### src/rtl/auto_nav_ctrl.sv
// auto_nav_ctrl: wall-following navigation FSM with synchronised/debounced obstacle sensors, optional turn watchdog (AUTO_NAV_WATCHDOG_EN)
// ports: clk_ms/rst_n (1 kHz clock, async active-low reset), auto_en, det_front/det_left/det_right (async, 1 = wall),
//        finish_turning (executor idle/done) -> is_turning, turn_dir (00 straight, 01 left, 10 right, 11 U-turn),
//        moving_fwd, state_o (IDLE=0 FWD=1 DECIDE=2 TURN=3 SETTLE=4 FAULT=5), fault (watchdog tripped)
module auto_nav_ctrl #(
  parameter int SETTLE_MS   = 200,
  parameter int DEBOUNCE_MS = 20
) (
  input  logic       clk_ms,
  input  logic       rst_n,
  input  logic       auto_en,
  input  logic       det_front,
  input  logic       det_left,
  input  logic       det_right,
  input  logic       finish_turning,
  output logic       is_turning,
  output logic [1:0] turn_dir,
  output logic       moving_fwd,
  output logic [2:0] state_o,
  output logic       fault
);
  typedef enum logic [2:0] {IDLE = 3'd0, FWD = 3'd1, DECIDE = 3'd2, TURN = 3'd3, SETTLE = 3'd4, FAULT = 3'd5} state_t;
  localparam int SW = $clog2(SETTLE_MS + 1);
  localparam int DW = $clog2(DEBOUNCE_MS + 1);
  state_t state, state_n;
  // sensor vectors are {left, front, right}
  logic [2:0] s1, s2, sp, deb;
  logic deb_ok;
  logic [DW-1:0] db_cnt;
  logic [SW-1:0] st_cnt;
  logic armed, done, wd_trip;
  logic [1:0] turns_left, dir_n;
  assign done = armed && finish_turning;
  assign dir_n = !deb[0] ? 2'b10 : !deb[1] ? 2'b00 : !deb[2] ? 2'b01 : 2'b11;
  assign is_turning = state == TURN && !done;
  assign moving_fwd = state == FWD || state == SETTLE;
  assign state_o = state;
`ifdef AUTO_NAV_WATCHDOG_EN
  logic [10:0] wd;
  assign wd_trip = wd == 11'h7FF;
  assign fault = state == FAULT;
  always_ff @(posedge clk_ms or negedge rst_n)
    if (!rst_n) wd <= '0;
    else wd <= (state != TURN || done) ? '0 : wd_trip ? wd : wd + 11'd1;
`else
  assign wd_trip = 1'b0;
  assign fault = 1'b0;
`endif
  always_ff @(posedge clk_ms or negedge rst_n)
    if (!rst_n) state <= IDLE;
    else state <= state_n;
  // FWD ignores deb until the debouncer has accepted its first vector, so the cleared 000 is never acted upon
  always_comb begin
    state_n = state;
    case (state)
      IDLE:    state_n = auto_en ? FWD : IDLE;
      FWD:     state_n = !auto_en ? IDLE : (deb_ok && (deb[1] || !deb[2] || !deb[0])) ? DECIDE : FWD;
      DECIDE:  state_n = !auto_en ? IDLE : dir_n == 2'b00 ? SETTLE : TURN;
      TURN:    state_n = (done && turns_left <= 2'd1) ? (auto_en ? SETTLE : IDLE) : (!done && wd_trip) ? FAULT : TURN;
      SETTLE:  state_n = !auto_en ? IDLE : st_cnt == SW'(SETTLE_MS - 1) ? FWD : SETTLE;
      FAULT:   state_n = auto_en ? FAULT : IDLE;
      default: state_n = IDLE;
    endcase
  end
  always_ff @(posedge clk_ms or negedge rst_n)
    if (!rst_n) begin
      s1 <= '0;
      s2 <= '0;
      sp <= '0;
      deb <= '0;
      deb_ok <= 1'b0;
      db_cnt <= '0;
      st_cnt <= '0;
      armed <= 1'b0;
      turns_left <= '0;
      turn_dir <= '0;
    end else begin
      s1 <= {det_left, det_front, det_right};
      s2 <= s1;
      sp <= s2;
      if ((state == SETTLE && state_n != SETTLE) || s2 != sp || (s2 == deb && deb_ok)) db_cnt <= '0;
      else if (db_cnt == DW'(DEBOUNCE_MS - 1)) begin
        deb <= s2;
        deb_ok <= 1'b1;
        db_cnt <= '0;
      end else db_cnt <= db_cnt + 1'b1;
      st_cnt <= state != SETTLE ? '0 : st_cnt == SW'(SETTLE_MS) ? st_cnt : st_cnt + 1'b1;
      armed <= state == TURN && !done && (armed || !finish_turning);
      turns_left <= state == DECIDE ? (dir_n == 2'b11 ? 2'd2 : 2'd1) :
                    (state == TURN && done && turns_left > 2'd1) ? turns_left - 2'd1 : turns_left;
      turn_dir <= (state_n == FWD || state_n == IDLE) ? 2'b00 : state == DECIDE ? dir_n : turn_dir;
    end
endmodule
### config.mk
export PLATFORM = sky130hd
export DESIGN_NAME = auto_nav_ctrl
export DESIGN_NICKNAME = d
export VERILOG_FILES = /design/src/rtl/auto_nav_ctrl.sv
export SDC_FILE = /design/constraint.sdc
export NUM_CORES = 1
export LEC_CHECK = 0
export BUFFER_PORTS_ARGS = -buffer_cell sky130_fd_sc_hd__buf_2
export CAP_MARGIN = 20
export CORE_MARGIN = 2
export CORE_UTILIZATION = 55
export DETAILED_ROUTE_END_ITERATION = 10
export PLACE_DENSITY_LB_ADDON = 0.1
export SYNTH_ARGS = -nofsm -noshare
export SYNTH_HDL_FRONTEND = slang
export SYNTH_SLANG_ARGS = --single-unit
### constraint.sdc
create_clock -name clk_ms -period 2.26 [get_ports clk_ms]
set_clock_uncertainty 0.15 [all_clocks]
set_input_delay 0.113 -clock clk_ms [delete_from_list [all_inputs] [get_ports clk_ms]]
set_output_delay 0.113 -clock clk_ms [all_outputs]
set_load 0.005 [all_outputs]
==> flow_summary.yaml <==
run_status:
  run_status: "finished, final reports clean"
timing:
  tightest_slew_ps: 754.4
  max_freq_ghz: 0.4802
  finalSetupViolCount: 0
  hold_viol_final: 0
  relSlewSlack_pct: 49.71
  period_share_pct: 92.15
  rsz0062_at_grt: "false"
  drv_slew: 0
  fin_setup_tns_ps: 0
  worst_slack_ps: 177.3
  fin_crit_ps: 2083
setup_path:
  path_cells: "inv_1 > ha_1 > and2b_2 > o31a_2 > o21ai_4 > a21oi_4 > nor4_2"
  startpoint: "turns_left[1]"
  critPathRequiredTime_ps: 2370
  arrival_ps: 2190
  crit_fanout: 9
  criticalPathCategory: "register to register"
  r2r_start: "turns_left[1]"
  cp-start-kind: "register"
  slowest_delay_ps: 410
  crit_path_end_kind: "register"
  critPathSlowestCell: "dfrtp_1"
  rrSetupSlack_ps: 180
placed_design:
  portBuffers: 13
  gp_congestion: 0.8587
  hpwl_mm: 2.425
  pre_cts_ws_ps: 146.4
synth:
  ys_seq_elements: 34
  synth.distinct_cells: 45
  ys_top_cells_by_area: "dfrtp_1 (45%), xor2_1 (3.7%), nand3_1 (3.5%), nor2_1 (3.4%), xnor2_1 (2.8%)"
  netlist.top_cell.by_area: "dfrtp_1"
  synth_top_area_share_pct: 45.24
  synth_edf_count: 0
  synthesis.area_um2: 1881
  synth_area_per_cell_um2: 10.17
  syn-instance-count: 185
  async_flop_share_pct: 100.0
  ys_seq_area_share_pct: 45.24
  synth_flop_cell: "dfrtp_1"
  synth_fp_nets: 196
  ys_warn_count: 0
global_routing:
  grt_usage_pct: 20.11
  grt-ovfl-total: 0
  grt_max_degree: 35
  grt_antenna_before_repair: 0
  grt_pass1_vias: 1357
  grt_first_pass_wirelength_mm: 6.154
clock_tree:
  cts.path.max_buffers: 2
  clkTransAtPathRegs_ps: 100
  cts_max_level: 2
  cts_setup_buffers: 0
  ctsRootBufferMaster: "clkbuf_4"
  cts_made_buffers: 5
  clock-sinks: 34
  clk_latency_ps: 340
  cts_tree: "built"
power:
  peakVddDrop_v: 0.0003635
  internal_power_mw: 1.074
  power_switching_mw: 0.4641
  p_leak_nw: 0.8792
  powerDensity_nw_per_um2: 722.8
  combPwrFrac_pct: 23.1
  clkPwrFrac_pct: 29.9
  p_seq_share_pct: 47.0
  power_switching_share_pct: 30.17
drt:
  drtPass1Iterations: 5
  wire_per_inst_um: 13.67
  ant_nets: 0
  vias_per_cell: 5.470
  num_vias: 1384
  first_iter_violations: 63
  route.detailed.drc: 0
  routed_wl_mm: 3.459
floorplanning:
  die_w_um: 62.48
  fp-row-count: 21
  die_area_um2: 3903
  ios: 15
  core_area_um2: 3311
  die_h_um: 62.48
  start_util_pct: 56.80
finish:
  antennaDiodeCount: 0
  fillCellCount: 268
  final_common_cell: "dfrtp_1"
  drive_above_1_share_pct: 20.29
  mostFrequentLayoutCells: "dfrtp_1 (34), nor2_1 (17), nand2_1 (13), nand3_1 (13), buf_2 (13)"
  nNetsFinal: 218
  final_util_pct: 64.29
  register_area_um2: 850.8
  multi_input_area_um2: 942.2
  synthToLayoutAreaGrowth_pct: 13.17
min_path:
  min_path_type: "register to register"
  min_from: "s1[1]"
flow_run:
  cap_violations: 0
## power by group through the flow
stage	combinational (mW)	sequential, mW	clock [mW]
6_report	0.356	0.723	0.460
5_1_grt	0.408	0.735	0.504
4_1_cts	0.355	0.723	0.473
3_5_place_dp	0.344	0.734	0
3_3_place_gp	0.341	0.730	0
2_1_floorplan	0.265	0.711	0
## cell families after synthesis
family | after synthesis | synth area share [%]
AND/OR/NAND/NOR | 75 | 23.89
AO/OA/AOI/OAI | 36 | 15.50
flip-flops | 34 | 45.24
buffers and inverters | 19 | 4.924
XOR/XNOR | 14 | 6.520
adder cells (fa/ha/maj) | 4 | 2.661
multiplexers | 2 | 1.065
other | 1 | 0.1994
## layout make-up
type                    count  share of cell area [%]
flip-flops and latches     34                   39.98
clock buffers               6                   2.410
repair buffers             23                   7.290
well taps                  46                   2.704
clock inverters             1                   1.411
inverters                  11                   1.940
multi-input cells         132                   44.27
## timing repair
item                       4_1_cts  5_1_grt
gates resized for setup          0        1
hold endpoints to repair        40        0
setup endpoints to repair        0        2
hold buffers                     6        0
## per-stage QoR
step                      area, um2  hold slack [ps]  std cells  total power, mW
after global routing           2128            225.7        253            1.647
final                          2128            208.3        253            1.538
after global placement         1982            60.83        240            1.071
after detailed placement       1982            71.97        240            1.078
after floorplan                1881           -332.6        185           0.9760
after CTS                      2123            212.6        253            1.551
## state kept, by name, indices dropped and copies added, names as in the netlist, 3 cells and up
signal,cells
s1,3
sp,3
deb,3
s2,3
st_cnt,8
db_cnt,5
state_o,3
## cells in the mapped netlist, drive strengths merged, types with 2 or more instances
cell type and n:
inv 11, nand2 13, a211o 4, nand2b 3, xnor2 6, nor3 10
and2b 3, clkbuf 3, nor4 3, and3 2, nand3 13, nor2 17
nor3b 3, a21oi 8, o21ai 7, xor2 8, or3b 2, o211ai 3
o21a 4, buf 5, a22oi 2, mux2i 2, dfrtp 34, a311oi 4
ha 4
## critical path, delay by kind of cell (launching register included)
family,cells,cell delay (ps)
fa+ha+maj,1,120
buf+inv,1,60
flops,1,410
compound gates,3,780
simple gates,2,500
## worst paths after layout
| path | to | cells after the start |
|---|---|---|
| max | db_cnt[2] | 7 |
| min | s2[1] | 0 |
| max reg2reg | db_cnt[2] | 7 |
| min reg2reg | s2[1] | 0 |
| max in group asynchronous | s2[1] | 2 |
| min in group asynchronous | state_o[1] | 2 |
## per-layer routing
layer / vias to the layer above / wire [um] / global-route usage, %
li1: 694 / - / -
met1: 655 / 1508 / 25.44
met2: 31 / 1756 / 32.53
met3: 4 / 157 / 6.306
met4: 0 / 36 / 7.222
met5: - / 0 / 0
(Power assumes the default switching activity.)
